### src/rtl/mips_pkg.sv
// MIPS field widths, ALU op codes, funct/opcode constants and the micro-op
// packer shared by the ALU decoder and the instruction encoder.
package mips_pkg;

  localparam int OP_W    = 4;
  localparam int REG_W   = 5;
  localparam int OPC_W   = 6;
  localparam int FUNCT_W = 6;
  localparam int IMM_W   = 16;
  localparam int WORD_W  = 32;

  // ALU control codes as produced by the decoder
  localparam logic [OP_W-1:0] ALU_AND = 4'b0000;
  localparam logic [OP_W-1:0] ALU_OR  = 4'b0001;
  localparam logic [OP_W-1:0] ALU_ADD = 4'b0010;
  localparam logic [OP_W-1:0] ALU_SUB = 4'b0110;
  localparam logic [OP_W-1:0] ALU_SLT = 4'b0111;
  localparam logic [OP_W-1:0] ALU_NOR = 4'b1100;

  // R-type funct field
  localparam logic [FUNCT_W-1:0] FUNCT_ADD = 6'h20;
  localparam logic [FUNCT_W-1:0] FUNCT_SUB = 6'h22;
  localparam logic [FUNCT_W-1:0] FUNCT_AND = 6'h24;
  localparam logic [FUNCT_W-1:0] FUNCT_OR  = 6'h25;
  localparam logic [FUNCT_W-1:0] FUNCT_NOR = 6'h27;
  localparam logic [FUNCT_W-1:0] FUNCT_SLT = 6'h2A;

  // Primary opcodes
  localparam logic [OPC_W-1:0] OPC_RTYPE = 6'h00;
  localparam logic [OPC_W-1:0] OPC_ADDI  = 6'h08;
  localparam logic [OPC_W-1:0] OPC_SLTI  = 6'h0A;

  typedef enum logic [1:0] {
    ST_IDLE  = 2'd0,
    ST_RUN   = 2'd1,
    ST_DRAIN = 2'd2
  } enc_state_e;

  typedef struct packed {
    logic              legal;
    logic [WORD_W-1:0] word;
  } enc_result_t;

  // Pack one micro-op into an R- or I-type word; legal=0 marks a request
  // that has no encoding (unknown op, unsupported immediate op, or an
  // immediate that does not fit in 16 signed bits).
  function automatic enc_result_t encode_uop(
    input logic [OP_W-1:0]   op,
    input logic              ssel,
    input logic [WORD_W-1:0] imm,
    input logic [REG_W-1:0]  rs1,
    input logic [REG_W-1:0]  rs2,
    input logic [REG_W-1:0]  rdst
  );
    enc_result_t         res;
    logic [FUNCT_W-1:0]  funct;
    logic [OPC_W-1:0]    opc;
    logic                imm_fits;
    res.legal = 1'b0;
    res.word  = '0;
    funct     = FUNCT_ADD;
    opc       = OPC_ADDI;
    imm_fits  = (imm[WORD_W-1:IMM_W] == {(WORD_W-IMM_W){imm[IMM_W-1]}});
    if (ssel) begin
      res.legal = 1'b1;
      case (op)
        ALU_AND: funct = FUNCT_AND;
        ALU_OR:  funct = FUNCT_OR;
        ALU_ADD: funct = FUNCT_ADD;
        ALU_SUB: funct = FUNCT_SUB;
        ALU_NOR: funct = FUNCT_NOR;
        ALU_SLT: funct = FUNCT_SLT;
        default: res.legal = 1'b0;
      endcase
      res.word = {OPC_RTYPE, rs1, rs2, rdst, 5'h00, funct};
    end else begin
      res.legal = imm_fits;
      case (op)
        ALU_ADD: opc = OPC_ADDI;
        ALU_SLT: opc = OPC_SLTI;
        default: res.legal = 1'b0;
      endcase
      res.word = {opc, rs1, rdst, imm[IMM_W-1:0]};
    end
    return res;
  endfunction

endpackage

### src/rtl/instr_encoder_if.sv
// Control, micro-op handshake and memory write port of the instruction encoder.
// master = program generator / memory side, slave = encoder.
interface instr_encoder_if #(
  parameter int DWIDTH = 32,
  parameter int AWIDTH = 10
);
  logic              start;
  logic [AWIDTH-1:0] base_addr;
  logic              stop;
  logic              in_valid;
  logic              in_ready;
  logic [3:0]        in_op;
  logic              in_ssel;
  logic [DWIDTH-1:0] in_imm;
  logic [4:0]        in_rs1_id;
  logic [4:0]        in_rs2_id;
  logic [4:0]        in_rdst_id;
  logic              mem_we;
  logic [AWIDTH-1:0] mem_addr;
  logic [DWIDTH-1:0] mem_wdata;
  logic              mem_ready;
  logic              busy;
  logic              done;
  logic              err;
  logic [7:0]        err_cnt;

  modport master (
    output start, base_addr, stop, in_valid, in_op, in_ssel, in_imm,
           in_rs1_id, in_rs2_id, in_rdst_id, mem_ready,
    input  in_ready, mem_we, mem_addr, mem_wdata, busy, done, err, err_cnt
  );

  modport slave (
    input  start, base_addr, stop, in_valid, in_op, in_ssel, in_imm,
           in_rs1_id, in_rs2_id, in_rdst_id, mem_ready,
    output in_ready, mem_we, mem_addr, mem_wdata, busy, done, err, err_cnt
  );
endinterface

### src/rtl/sync_fifo.sv
// Single-clock FIFO with full/empty flags and occupancy count.
module sync_fifo #(
  parameter int DWIDTH = 32,
  parameter int DEPTH  = 4
) (
  input  logic                     clk,
  input  logic                     rst_n,
  input  logic                     i_push,
  input  logic [DWIDTH-1:0]        i_data,
  input  logic                     i_pop,
  output logic [DWIDTH-1:0]        o_data,
  output logic                     o_full,
  output logic                     o_empty,
  output logic [$clog2(DEPTH):0]   o_count
);
  localparam int PTR_W = $clog2(DEPTH);
  localparam logic [PTR_W:0]   FULL_CNT = DEPTH[PTR_W:0];
  localparam logic [PTR_W:0]   CNT_ONE  = (PTR_W+1)'(1);
  localparam logic [PTR_W-1:0] PTR_ONE  = PTR_W'(1);

  logic [DWIDTH-1:0] r_mem [DEPTH];
  logic [PTR_W-1:0]  r_wr_ptr;
  logic [PTR_W-1:0]  r_rd_ptr;
  logic [PTR_W:0]    r_count;
  logic              w_push_ok;
  logic              w_pop_ok;

  assign w_push_ok = i_push && !o_full;
  assign w_pop_ok  = i_pop && !o_empty;
  assign o_full    = (r_count == FULL_CNT);
  assign o_empty   = (r_count == '0);
  assign o_data    = r_mem[r_rd_ptr];
  assign o_count   = r_count;

  // Storage: write at tail; cleared on reset so no stale word survives.
  always_ff @(posedge clk or negedge rst_n) begin
    if (!rst_n) begin
      for (int i = 0; i < DEPTH; i++) begin
        r_mem[i] <= '0;
      end
    end else if (w_push_ok) begin
      r_mem[r_wr_ptr] <= i_data;
    end
  end

  // Pointers wrap naturally (DEPTH is a power of two); count tracks occupancy.
  always_ff @(posedge clk or negedge rst_n) begin
    if (!rst_n) begin
      r_wr_ptr <= '0;
      r_rd_ptr <= '0;
      r_count  <= '0;
    end else begin
      if (w_push_ok) begin
        r_wr_ptr <= r_wr_ptr + PTR_ONE;
      end
      if (w_pop_ok) begin
        r_rd_ptr <= r_rd_ptr + PTR_ONE;
      end
      case ({w_push_ok, w_pop_ok})
        2'b10:   r_count <= r_count + CNT_ONE;
        2'b01:   r_count <= r_count - CNT_ONE;
        default: r_count <= r_count;
      endcase
    end
  end
endmodule

### src/rtl/instr_encoder.sv
// Packs decoded micro-ops into MIPS words, queues them and streams them to
// instruction memory at consecutive byte addresses.
module instr_encoder
  import mips_pkg::*;
#(
  parameter int DWIDTH = 32,
  parameter int AWIDTH = 10,
  parameter int DEPTH  = 4
) (
  input logic            clk,
  input logic            rst_n,
  instr_encoder_if.slave bus
);
  localparam int CNT_W = $clog2(DEPTH) + 1;
  localparam logic [CNT_W-1:0]  CNT_ONE   = CNT_W'(1);
  localparam logic [AWIDTH-1:0] ADDR_STEP = AWIDTH'(4);

  enc_state_e        r_state;
  logic [AWIDTH-1:0] r_addr;
  logic              r_done;
  logic              r_err;
  logic [7:0]        r_err_cnt;

  enc_result_t       w_enc;
  logic              w_full;
  logic              w_empty;
  logic [CNT_W-1:0]  w_count;
  logic [DWIDTH-1:0] w_head;
  logic              w_in_ready;
  logic              w_accept;
  logic              w_push;
  logic              w_mem_we;
  logic              w_pop;
  logic              w_drain_done;

  assign w_enc = encode_uop(bus.in_op, bus.in_ssel, bus.in_imm,
                            bus.in_rs1_id, bus.in_rs2_id, bus.in_rdst_id);

  // Push is refused whenever full, even if a pop happens in the same cycle.
  assign w_in_ready   = (r_state == ST_RUN) && !w_full;
  assign w_accept     = bus.in_valid && w_in_ready;
  assign w_push       = w_accept && w_enc.legal;
  assign w_mem_we     = !w_empty && (r_state != ST_IDLE);
  assign w_pop        = w_mem_we && bus.mem_ready;
  // Draining finishes when the queue is empty now or the last word leaves now.
  assign w_drain_done = w_empty || (w_pop && (w_count == CNT_ONE));

  sync_fifo #(
    .DWIDTH (DWIDTH),
    .DEPTH  (DEPTH)
  ) u_fifo (
    .clk     (clk),
    .rst_n   (rst_n),
    .i_push  (w_push),
    .i_data  (w_enc.word),
    .i_pop   (w_pop),
    .o_data  (w_head),
    .o_full  (w_full),
    .o_empty (w_empty),
    .o_count (w_count)
  );

  // Control FSM with write address, done pulse and error bookkeeping.
  always_ff @(posedge clk or negedge rst_n) begin
    if (!rst_n) begin
      r_state   <= ST_IDLE;
      r_addr    <= '0;
      r_done    <= 1'b0;
      r_err     <= 1'b0;
      r_err_cnt <= 8'd0;
    end else begin
      r_done <= 1'b0;
      case (r_state)
        ST_IDLE: begin
          if (bus.start) begin
            r_state   <= ST_RUN;
            r_addr    <= bus.base_addr;
            r_err     <= 1'b0;
            r_err_cnt <= 8'd0;
          end
        end
        ST_RUN: begin
          if (bus.stop) begin
            r_state <= ST_DRAIN;
          end
        end
        ST_DRAIN: begin
          if (w_drain_done) begin
            r_state <= ST_IDLE;
            r_done  <= 1'b1;
          end
        end
        default: begin
          r_state <= ST_IDLE;
        end
      endcase
      if (w_pop) begin
        r_addr <= r_addr + ADDR_STEP;
      end
      if (w_accept && !w_enc.legal) begin
        r_err <= 1'b1;
        if (r_err_cnt != 8'hFF) begin
          r_err_cnt <= r_err_cnt + 8'd1;
        end
      end
    end
  end

  assign bus.in_ready  = w_in_ready;
  assign bus.mem_we    = w_mem_we;
  assign bus.mem_addr  = r_addr;
  assign bus.mem_wdata = w_mem_we ? w_head : '0;
  assign bus.busy      = (r_state != ST_IDLE);
  assign bus.done      = r_done;
  assign bus.err       = r_err;
  assign bus.err_cnt   = r_err_cnt;
endmodule

### src/flat_wrapper.sv
// flat-port wrapper written by rule: the top's interface ports become plain ports
module instr_encoder_flat import mips_pkg::*;
#(
  parameter int DWIDTH = 32,
  parameter int AWIDTH = 10,
  parameter int DEPTH  = 4
)
  (clk, rst_n, bus_start, bus_base_addr, bus_stop, bus_in_valid, bus_in_op, bus_in_ssel, bus_in_imm, bus_in_rs1_id, bus_in_rs2_id, bus_in_rdst_id, bus_mem_ready, bus_in_ready, bus_mem_we, bus_mem_addr, bus_mem_wdata, bus_busy, bus_done, bus_err, bus_err_cnt);
  instr_encoder_if #(.DWIDTH(DWIDTH), .AWIDTH(AWIDTH)) bus_i ();
  input logic clk;
  input logic rst_n;
  input wire logic [$bits(bus_i.start)-1:0] bus_start;
  input wire logic [$bits(bus_i.base_addr)-1:0] bus_base_addr;
  input wire logic [$bits(bus_i.stop)-1:0] bus_stop;
  input wire logic [$bits(bus_i.in_valid)-1:0] bus_in_valid;
  input wire logic [$bits(bus_i.in_op)-1:0] bus_in_op;
  input wire logic [$bits(bus_i.in_ssel)-1:0] bus_in_ssel;
  input wire logic [$bits(bus_i.in_imm)-1:0] bus_in_imm;
  input wire logic [$bits(bus_i.in_rs1_id)-1:0] bus_in_rs1_id;
  input wire logic [$bits(bus_i.in_rs2_id)-1:0] bus_in_rs2_id;
  input wire logic [$bits(bus_i.in_rdst_id)-1:0] bus_in_rdst_id;
  input wire logic [$bits(bus_i.mem_ready)-1:0] bus_mem_ready;
  output wire logic [$bits(bus_i.in_ready)-1:0] bus_in_ready;
  output wire logic [$bits(bus_i.mem_we)-1:0] bus_mem_we;
  output wire logic [$bits(bus_i.mem_addr)-1:0] bus_mem_addr;
  output wire logic [$bits(bus_i.mem_wdata)-1:0] bus_mem_wdata;
  output wire logic [$bits(bus_i.busy)-1:0] bus_busy;
  output wire logic [$bits(bus_i.done)-1:0] bus_done;
  output wire logic [$bits(bus_i.err)-1:0] bus_err;
  output wire logic [$bits(bus_i.err_cnt)-1:0] bus_err_cnt;
  assign bus_i.start = bus_start;
  assign bus_i.base_addr = bus_base_addr;
  assign bus_i.stop = bus_stop;
  assign bus_i.in_valid = bus_in_valid;
  assign bus_i.in_op = bus_in_op;
  assign bus_i.in_ssel = bus_in_ssel;
  assign bus_i.in_imm = bus_in_imm;
  assign bus_i.in_rs1_id = bus_in_rs1_id;
  assign bus_i.in_rs2_id = bus_in_rs2_id;
  assign bus_i.in_rdst_id = bus_in_rdst_id;
  assign bus_i.mem_ready = bus_mem_ready;
  assign bus_in_ready = bus_i.in_ready;
  assign bus_mem_we = bus_i.mem_we;
  assign bus_mem_addr = bus_i.mem_addr;
  assign bus_mem_wdata = bus_i.mem_wdata;
  assign bus_busy = bus_i.busy;
  assign bus_done = bus_i.done;
  assign bus_err = bus_i.err;
  assign bus_err_cnt = bus_i.err_cnt;
  instr_encoder #(.DWIDTH(DWIDTH), .AWIDTH(AWIDTH), .DEPTH(DEPTH)) u_core (.clk(clk), .rst_n(rst_n), .bus(bus_i));
endmodule
### config.mk
export PLATFORM = sky130hd
export DESIGN_NAME = instr_encoder_flat
export DESIGN_NICKNAME = d
export VERILOG_FILES = /design/src/rtl/mips_pkg.sv /design/src/rtl/instr_encoder_if.sv /design/src/rtl/sync_fifo.sv /design/src/rtl/instr_encoder.sv /design/src/flat_wrapper.sv
export SDC_FILE = /design/constraint.sdc
export NUM_CORES = 1
export LEC_CHECK = 0
export CORE_AREA = 5 5 120 122
export DETAILED_ROUTE_END_ITERATION = 16
export DIE_AREA = 0 0 125 127
export PLACE_DENSITY_LB_ADDON = 0.08
export SLEW_MARGIN = 20
export SYNTH_ARGS = -nofsm -noshare
export SYNTH_HDL_FRONTEND = slang
export SYNTH_SLANG_ARGS = --single-unit
### constraint.sdc
create_clock -name clk -period 2.6 [get_ports clk]
set_clock_uncertainty 0.05 [all_clocks]
set_input_delay 0.78 -clock clk [delete_from_list [all_inputs] [get_ports clk]]
set_output_delay 0.78 -clock clk [all_outputs]
set_load 0.05 [all_outputs]
==> impl_metrics.csv, run 1 <==
group,metric,value,unit
finish,seqCellArea,0.00353,sq mm
global_route,grt_pass1_wl,29900,um
logic_synthesis,synthArstFlopShare,100,%
timing,slew_headroom,65.4,%
finish,fill_cells,875,
timing,finalHoldViolCount,0,
route,vias_per_cell,5.56,
route,drc,0,
finish,nets,927,
route,wl_per_cell,17.7,um
logic_synthesis,synth_seq_cells,141,
timing,timing.final.ws_setup,-0.137,ns
placement,dpl.cell_count,989,
logic_synthesis,avgSynthCellArea,10.0,sq um
floorplan,die_area,0.0159,sq mm
timing,setup_viol,28,
global_route,grt_pass1_vias,6113,
finish,areaGrowthSynthToFinish,43.8,%
logic_synthesis,synth_edf_count,0,
pwr,powerDensity,1080,mW/mm^2
hold_path,hold_path_class,"primary input to asynchronous set/reset pin",
setup_path,critPathArrivalTime,1.91,ns
finish,stdcell_count,1036,
timing,setup_tns,-3.00,ns
setup_path,crit_path_end_kind,"output port",
global_route,grt_start_max_net_pins,51,
timing,fin_crit,2.74,ns
timing,slew_viol_final,0,
setup_path,cp-start-kind,"flop",
placement,dp_hpwl,11800,um
finish,drive_gt1_share,26.0,%
floorplan,start_util,52.6,%
timing,rsz0062_at_grt,"true",
cts,clockBufferDepth,2,
floorplan,die_w,125,um
finish,multi_input_area,0.00334,sq mm
cts,clk_pin_slew_worst_paths,0.06,ns
logic_synthesis,synth-seq-area-share,51.3,%
floorplan,core,0.0131,sq mm
floorplan,die_h,127,um
route,vias,5757,
cts,numCtsBuffers,17,
cts,cts_root_buf,"clkbuf_16",
setup_path,critPathKind,"flop to output port",
timing,max_freq,365,MHz
logic_synthesis,ys_warn_count,0,
pwr,p_leak,4.51,nW
timing,min_period_over_period,105,%
logic_synthesis,synth_ff_type,"dfrtp_1",
logic_synthesis,syn_area,0.00688,sq mm
placement,place_congestion,0.802,
route,routed_wirelength,18300,um
route,final_antenna_net_count,0,
cts,cts_sinks,141,
timing,tightest_slew,0.517,ns
finish,n_antenna_cell,0,
floorplan,rows,42,
status,status,"complete, but fails checks",
logic_synthesis,synthCells,686,
global_route,grt_overflow_total,0,
placement,portBuffers,118,
route,drtPass1Iterations,5,
floorplan,io_pins,123,
status,violations,"negative setup slack",
global_route,grt_use_total,23.1,%
setup_path,crit_required,1.77,ns
global_route,antenna_found_initial,0,
cts,clock_latency,0.41,ns
cts,cts_max_level,4,
route,initialDrtViolationCount,431,
cts,cts_tree,"yes",
job,maxCapViolCount,0,
setup_path,cp_max_fo,5,
pwr,max-vdd-ir-drop,724,uV
logic_synthesis,ys_types,47,
## area by class of cell
cell class                 count  area share [%]
sequential                   141            35.7
multi-input combinational    495            33.7
timing repair buffer         182            22.0
clock buffer                  20            4.72
tap                          176            2.23
clock inverter                11            1.19
inverter                      11           0.417
## placed cells by master (no fill, tap or decap), drive strengths merged, types with 5 or more instances in the layout
cell           Yosys  routed
nand2            189     189
dfrtp            141     141
o21ai            105     105
buf               29      92
clkdlybuf4s50      0      72
and2              29      29
clkbuf            13      29
mux4              28      28
nor2              18      18
mux2i             16      16
a21oi             15      15
ha                11      11
inv               11      11
nand3              9       9
nor3               9       9
nand2b             8       8
clkinv             0       7
xnor2              6       6
nand4              5       5
a21o               5       5
## per-layer routing
layer | global-route usage (%) | up-vias | share of wire [%]
met4 | 7.40 | 0 | 1.7
li1 | - | 2689 | -
met2 | 40.7 | 174 | 53
met5 | 0 | - | 0
met1 | 29.0 | 2868 | 40
met3 | 4.72 | 26 | 5.3
## report_power, final
| part | switching, mW | internal (mW) | total (mW) |
|---|---|---|---|
| sequential | 0.450 | 2.87 | 3.32 |
| clock | 0.897 | 1.47 | 2.37 |
| combinational | 2.56 | 2.39 | 4.96 |
| total | 3.91 | 6.74 | 10.6 |
## stage by stage
step | setup slack [ns] | utilization [%] | cell area [sq um] | hold WS, ns | power (mW)
floorplan | -0.236 | - | 6920 | 0.390 | 5.86
CTS | -0.157 | 74.1 | 9690 | 0.243 | 10.4
finish | -0.137 | 75.6 | 9890 | 0.244 | 10.6
global placement | -0.629 | 68.1 | 8910 | 0.403 | 7.48
detailed placement | -0.682 | 68.1 | 8910 | 0.410 | 7.62
global route | -0.177 | 75.6 | 9890 | 0.265 | 11.2
## kinds of logic after synthesis
logic type | share of synthesized area (%)
simple gates | 18.6
compound gates | 12.1
flops | 51.3
buf+inv | 3.60
mux | 11.5
fa+ha+maj | 2.00
xor+xnor | 0.891
other cells | 0.0545
## sequential cells by signal (all words and copies together) (netlist names)
name and cells:
u_core.u_fifo.r_mem 112, u_core.bus.err 1, u_core.u_fifo.r_rd_ptr 2, u_core.r_state 2
u_core.bus.done 1, u_core.u_fifo.o_count 3, u_core.bus.mem_addr 10, u_core.u_fifo.r_wr_ptr 2
u_core.bus.err_cnt 8
## final timing paths
| kind | cells past startpoint | start | endpoint | slack, ns |
|---|---|---|---|---|
| min reg2reg | 2 | u_core.u_fifo.r_mem[23] | u_core.u_fifo.r_mem[23] | 0.42 |
| max in group asynchronous | 2 | rst_n | u_core.u_fifo.r_wr_ptr[1] | 1.55 |
| min | 1 | rst_n | u_core.u_fifo.r_mem[70] | 0.24 |
| min in group clk | 2 | u_core.u_fifo.r_mem[23] | u_core.u_fifo.r_mem[23] | 0.42 |
| max | 5 | u_core.u_fifo.r_rd_ptr[0] | bus_mem_wdata[20] | -0.14 |
| max reg2reg | 9 | u_core.u_fifo.o_count[1] | u_core.bus.err_cnt[1] | 0.50 |
## cells in the mapped netlist, types with 4 or more instances
library cell,number,area [sq um]
o21ai_0,30,150
o22ai_1,4,25.0
nand2b_1,8,50.1
a21oi_1,9,45.0
a21o_1,5,37.5
xnor2_1,6,52.6
nand3_1,9,45.0
ha_1,11,138
a21oi_2,6,52.6
mux2i_1,16,160
nor2_1,18,67.6
inv_1,11,41.3
clkbuf_1,13,48.8
o21ai_1,75,375
mux4_2,28,631
buf_4,4,30.0
dfrtp_1,141,3530
nand2_1,189,709
and2_1,29,181
buf_2,21,105
nand4_1,5,31.3
nor3_1,9,45.0
## critical path, cell delays in order, from the launching register on
cell and delay [ns]:
dfrtp_2 0.39, buf_12 0.14, clkbuf_16 0.16, mux4_2 0.50, and2_4 0.17, buf_12 0.14
## repair_timing
| item | in CTS | in global routing |
|---|---|---|
| setup buffers | 5 | 6 |
| hold buffers | 0 | 0 |
| pin swaps | 9 | 34 |
| resized for setup | 55 | 34 |
| setup endpoints to repair | 152 | 55 |
| cloned | 1 | 4 |
Power figures use the tool's default switching activity.
==> run 2, diff against run 1 <==
Settings changed: CORE_AREA 5 5 120 122 to 5 5 134 110, DIE_AREA 0 0 125 127 to 0 0 139 115.
==> impl_metrics.csv, run 2 (synthesized netlist as in run 1, its figures left out) <==
group,metric,value,unit
cts,numCtsBuffers,17,
global_route,grt_pass1_vias,6024,
pwr,p_int,6.57,mW
setup_path,r2r_start,"u_core.u_fifo.o_count[0]",
route,drc,0,
route,drtPass1Iterations,5,
global_route,use_met2,39.8,%
setup_path,slowest_stage,"mux4_2",
cts,clock_latency,0.42,ns
status,status,"complete, but fails checks",
cts,cts_sinks,141,
pwr,power_frac_comb,47.3,%
floorplan,start_util,51.7,%
pwr,clkPwrFrac,20.9,%
route,initialDrtViolationCount,379,
setup_path,crit_path_start,"u_core.u_fifo.r_rd_ptr[0]",
finish,nets,920,
pwr,p_leak,4.41,nW
setup_path,crit_cells,5,
pwr,power.switching,3.87,mW
timing,finalHoldViolCount,0,
pwr,powerDensity,1070,mW/mm^2
pwr,max-vdd-ir-drop,583,uV
global_route,grt_start_max_net_pins,62,
setup_path,critPathArrivalTime,1.91,ns
setup_path,crit_required,1.77,ns
timing,hold_ws,0.301,ns
timing,setup_viol,28,
finish,largest-register,"u_core.u_fifo.r_mem",
placement,dp_hpwl,11800,um
finish,final_util,73.1,%
setup_path,critPathTopFamily,"multiplexers",
placement,place_congestion,0.802,
setup_path,critPathKind,"flop to output port",
status,violations,"negative setup slack",
route,final_antenna_net_count,0,
placement,placed_cell_area,0.00884,sq mm
global_route,grt_use_met1,30.4,%
setup_path,crit_chain,"buf_4, buf_16, mux4_2, and2_4, buf_12",
timing,fin_crit,2.74,ns
finish,final_cell_mix,"nand2_1 (189), dfrtp_1 (140), o21ai_1 (76)",
pwr,seq_power_share,31.8,%
setup_path,critPathBufInv,3,
job,maxCapViolCount,0,
route,wl_per_cell,17.3,um
floorplan,die_area,0.0160,sq mm
cts,cts_root_buf,"clkbuf_16",
finish,areaGrowthSynthToFinish,41.5,%
route,routed_wirelength,17900,um
setup_path,cpPeakStageDelay,0.49,ns
timing,slew_viol_final,0,
cts,ctsHoldBuffers,0,
finish,final_cell_area,0.00974,sq mm
floorplan,die_w,139,um
cts,cts_max_level,4,
timing,timing.final.ws_setup,-0.140,ns
global_route,grt_overflow_total,0,
floorplan,core,0.0133,sq mm
pwr,sw_frac_of_total,37.1,%
placement,portBuffers,118,
finish,multi_input_area,0.00333,sq mm
pwr,total_power,10.4,mW
global_route,grt_use_total,23.5,%
setup_path,r2r-end,"u_core.bus.err_cnt[5]",
hold_path,hold_path_class,"primary input to asynchronous set/reset pin",
global_route,busiest_layer,"met2",
floorplan,die_h,115,um
placement,dpl.cell_count,984,
timing,rsz0062_at_grt,"true",
setup_path,crit_path_end_kind,"output port",
finish,largest_register_ffs,112,
cts,clk_pin_slew_worst_paths,0.06,ns
setup_path,regToRegSetupSlack,0.36,ns
cts,clockBufferDepth,2,
finish,stdcell_count,1032,
timing,max_freq,365,MHz
setup_path,reg2reg_depth,8,
setup_path,cp-start-kind,"flop",
global_route,grt_pass1_wl,29900,um
route,vias_per_cell,5.51,
global_route,met3_usage,6.61,%
finish,n_antenna_cell,0,
global_route,antenna_found_initial,0,
cts,cts_tree,"yes",
finish,seqCellArea,0.00353,sq mm
finish,drive_gt1_share,24.5,%
route,vias,5690,
finish,final_common_cell,"nand2_1",
finish,fill_cells,931,
setup_path,cp_max_fo,6,
timing,slew_headroom,60.8,%
timing,tightest_slew,0.588,ns
setup_path,crit_path_end,"bus_mem_wdata[10]",
floorplan,io_pins,123,
floorplan,rows,38,
timing,min_period_over_period,105,%
## run 2: cell count changes in the layout (fill, tap and decap cells not counted), sizes merged
cell           before  now
bufinv              2    1
clkinvlp            2    3
clkdlybuf4s50      72   73
buf                92   89
clkbuf             29   27
clkinv              7    3
## run 2: routing by layer
layer  vias to the layer above  routed length, um  part of all wire [%]
met1                      2809               7820                    44
met2                       178               8940                    50
met3                        16                975                   5.4
met5                         -                  0                     0
met4                         0                167                  0.93
li1                       2687                  -                     -
## run 2: what timing repair did
item,CTS,global route
gates cloned,3,0
gates resized for setup,52,32
endpoints found under the setup margin,151,76
pin swaps,11,11
hold endpoints to repair,0,0
buffers inserted,9,6
## run 2: final cells by class
cell class,instances,area share [%]
clock inverter,7,0.694
sequential,141,36.3
timing repair buffer,175,21.4
multi-input combinational,495,34.2
clock buffer,23,4.70
tap,180,2.31
inverter,11,0.424
## run 2: worst reg2reg max path, cell delays in order (launching register included)
cell      delay, ns
dfrtp_1        0.38
inv_2          0.06
ha_4           0.17
buf_4          0.13
nand2_1        0.09
nand4b_1       0.29
a31oi_1        0.44
a31oi_4        0.18
a211o_1        0.33
## run 2: worst min-delay path by stage
| stage | start | to | slack (ns) | cells past startpoint |
|---|---|---|---|---|
| finish | rst_n | u_core.u_fifo.r_mem[14] | 0.30 | 1 |
| global route | rst_n | u_core.u_fifo.r_mem[78] | 0.33 | 1 |
| CTS | rst_n | u_core.u_fifo.r_mem[78] | 0.31 | 1 |
| detailed placement | u_core.u_fifo.r_mem[22] | u_core.u_fifo.r_mem[22] | 0.41 | 2 |
| global placement | u_core.u_fifo.r_mem[89] | u_core.u_fifo.r_mem[89] | 0.40 | 2 |
| floorplan | u_core.u_fifo.r_mem[53] | u_core.u_fifo.r_mem[53] | 0.39 | 2 |
## run 2: power groups by stage
| stage | clock, mW | sequential (mW) | combinational [mW] |
|---|---|---|---|
| floorplan | 0 | 3.54 | 2.32 |
| global placement | 0 | 3.28 | 4.21 |
| detailed placement | 0 | 3.33 | 4.30 |
| CTS | 2.21 | 3.30 | 4.87 |
| global route | 2.32 | 3.40 | 5.29 |
| finish | 2.18 | 3.31 | 4.94 |
## run 2: per-stage QoR
step | setup slack (ns) | TNS [ns]
after floorplan | -0.236 | -0.473
after global placement | -0.619 | -63.72
after detailed placement | -0.697 | -69.33
after CTS | -0.169 | -3.48
after global routing | -0.196 | -4.91
final | -0.140 | -2.75
==> run 3, diff against run 2 <==
==> constraint.sdc (replaced) <==
create_clock -name clk -period 2.6 [get_ports clk]
set_clock_uncertainty 0.05 [all_clocks]
set_input_delay 0.39 -clock clk [delete_from_list [all_inputs] [get_ports clk]]
set_output_delay 0.39 -clock clk [all_outputs]
set_load 0.05 [all_outputs]
==> impl_metrics.csv, run 3 (synthesized netlist as in run 1, its figures left out) <==
group,metric,value,unit
finish,largest-register,"u_core.u_fifo.r_mem",
finish,seqCellArea,0.00353,sq mm
finish,nets,893,
finish,largest_register_ffs,112,
finish,fill_cells,972,
finish,drive_gt1_share,16.6,%
global_route,grt_pass1_vias,5687,
placement,place_congestion,0.864,
pwr,powerDensity,1050,mW/mm^2
global_route,grt_start_max_net_pins,61,
global_route,grt_use_total,22.0,%
route,vias,5421,
route,drtPass1Iterations,4,
floorplan,die_w,139,um
floorplan,io_pins,123,
finish,multi_input_area,0.00312,sq mm
setup_path,critPathKind,"flop to output port",
timing,min_period_over_period,95.2,%
placement,dp_hpwl,11800,um
timing,fin_crit,2.48,ns
cts,clock_latency,0.41,ns
timing,slew_viol_final,0,
floorplan,core,0.0133,sq mm
timing,finalHoldViolCount,0,
floorplan,die_h,115,um
finish,final_common_cell,"nand2_1",
cts,numCtsBuffers,17,
finish,n_antenna_cell,0,
cts,cts_tree,"yes",
route,wl_per_cell,16.5,um
route,vias_per_cell,5.39,
placement,placed_cell_area,0.00875,sq mm
global_route,antenna_found_initial,0,
cts,cts_root_buf,"clkbuf_16",
hold_path,hold_path_class,"flop to flop",
route,final_antenna_net_count,0,
setup_path,crit_required,2.16,ns
setup_path,crit_path_end_kind,"output port",
setup_path,critPathArrivalTime,2.04,ns
pwr,p_leak,4.15,nW
cts,cts_max_level,4,
finish,final_cell_area,0.00934,sq mm
placement,portBuffers,118,
global_route,grt_pass1_wl,28300,um
floorplan,rows,38,
cts,clk_pin_slew_worst_paths,0.06,ns
route,routed_wirelength,16600,um
job,maxCapViolCount,0,
global_route,grt_overflow_total,0,
route,initialDrtViolationCount,356,
floorplan,start_util,51.7,%
floorplan,die_area,0.0160,sq mm
cts,cts_sinks,141,
timing,slew_headroom,42.4,%
finish,final_util,70.2,%
finish,areaGrowthSynthToFinish,35.8,%
finish,final_cell_mix,"nand2_1 (189), dfrtp_1 (140), clkdlybuf4s50_1 (87)",
setup_path,cp-start-kind,"flop",
status,status,"completed",
cts,clockBufferDepth,2,
pwr,max-vdd-ir-drop,587,uV
timing,max_freq,404,MHz
timing,tightest_slew,0.858,ns
timing,setup_viol,0,
route,drc,0,
timing,rsz0062_at_grt,"false",
setup_path,cp_max_fo,15,
## run 3: cell count changes in the layout (fill, tap and decap cells not counted), moves of 4 or more
cell,before,now
and2_1,1,29
buf_6,5,1
dlymetal6s2s_1,4,0
clkbuf_2,4,0
and2_4,28,0
clkdlybuf4s50_1,73,87
buf_4,42,18
## run 3: layer usage
layer / GRT usage, % / wire length, um / vias to the layer above
met2: 36.8 / 8110 / 146
met3: 5.82 / 875 / 8
met4: 4.69 / 112 / 0
met1: 29.6 / 7500 / 2634
li1: - / - / 2633
met5: 0 / 0 / -
## run 3: path summary, 6_finish.rpt
path	slack, ns	depth (start not counted)	to	from
min in group asynchronous	0.46	2	u_core.u_fifo.r_mem[108]	rst_n
max in group asynchronous	1.37	3	u_core.u_fifo.r_mem[91]	rst_n
setup reg to reg	0.22	7	u_core.bus.err_cnt[7]	u_core.u_fifo.o_count[0]
hold / removal	0.42	2	u_core.u_fifo.r_mem[87]	u_core.u_fifo.r_mem[87]
setup / recovery	0.12	6	bus_mem_wdata[1]	u_core.u_fifo.o_count[0]
hold reg to reg	0.42	2	u_core.u_fifo.r_mem[87]	u_core.u_fifo.r_mem[87]
## run 3: layout make-up
| class | count | area share (%) |
|---|---|---|
| clock buffer | 22 | 5.08 |
| timing repair buffer | 148 | 19.7 |
| tap | 180 | 2.41 |
| multi-input combinational | 495 | 33.4 |
| sequential | 141 | 37.8 |
| clock inverter | 9 | 1.21 |
| inverter | 11 | 0.442 |
## run 3: through the flow
step	worst slack (ns)	setup TNS, ns	power, mW	instances	hold slack, ns
after floorplan	0.0748	0	5.84	689	0.0444
after global placement	-0.181	-18.50	7.37	974	0.354
after detailed placement	-0.266	-26.14	7.51	974	0.352
after CTS	0.109	0	9.92	1006	0.424
after global routing	0.00795	0	10.4	1006	0.439
final	0.124	0	9.84	1006	0.422
## run 3: worst max-delay path: stages, from the launching register on
cell	delay (ns)
dfrtp_1	0.43
inv_1	0.09
ha_1	0.24
a21oi_2	0.19
buf_4	0.23
and2_1	0.26
buf_12	0.17
## run 3: report_power, final
group | internal, mW | leakage [nW] | switching (mW)
registers | 2.87 | 1.89 | 0.461
logic | 1.84 | 1.99 | 2.29
clock network | 1.48 | 0.274 | 0.901
total | 6.19 | 4.15 | 3.65
## run 3: what timing repair did
item | in CTS | in global routing
hold endpoints to repair | 58 | 0
endpoints found under the setup margin | 1 | 0
hold buffers | 1 | 0
resized for setup | 1 | 0
buffers inserted | 0 | 0
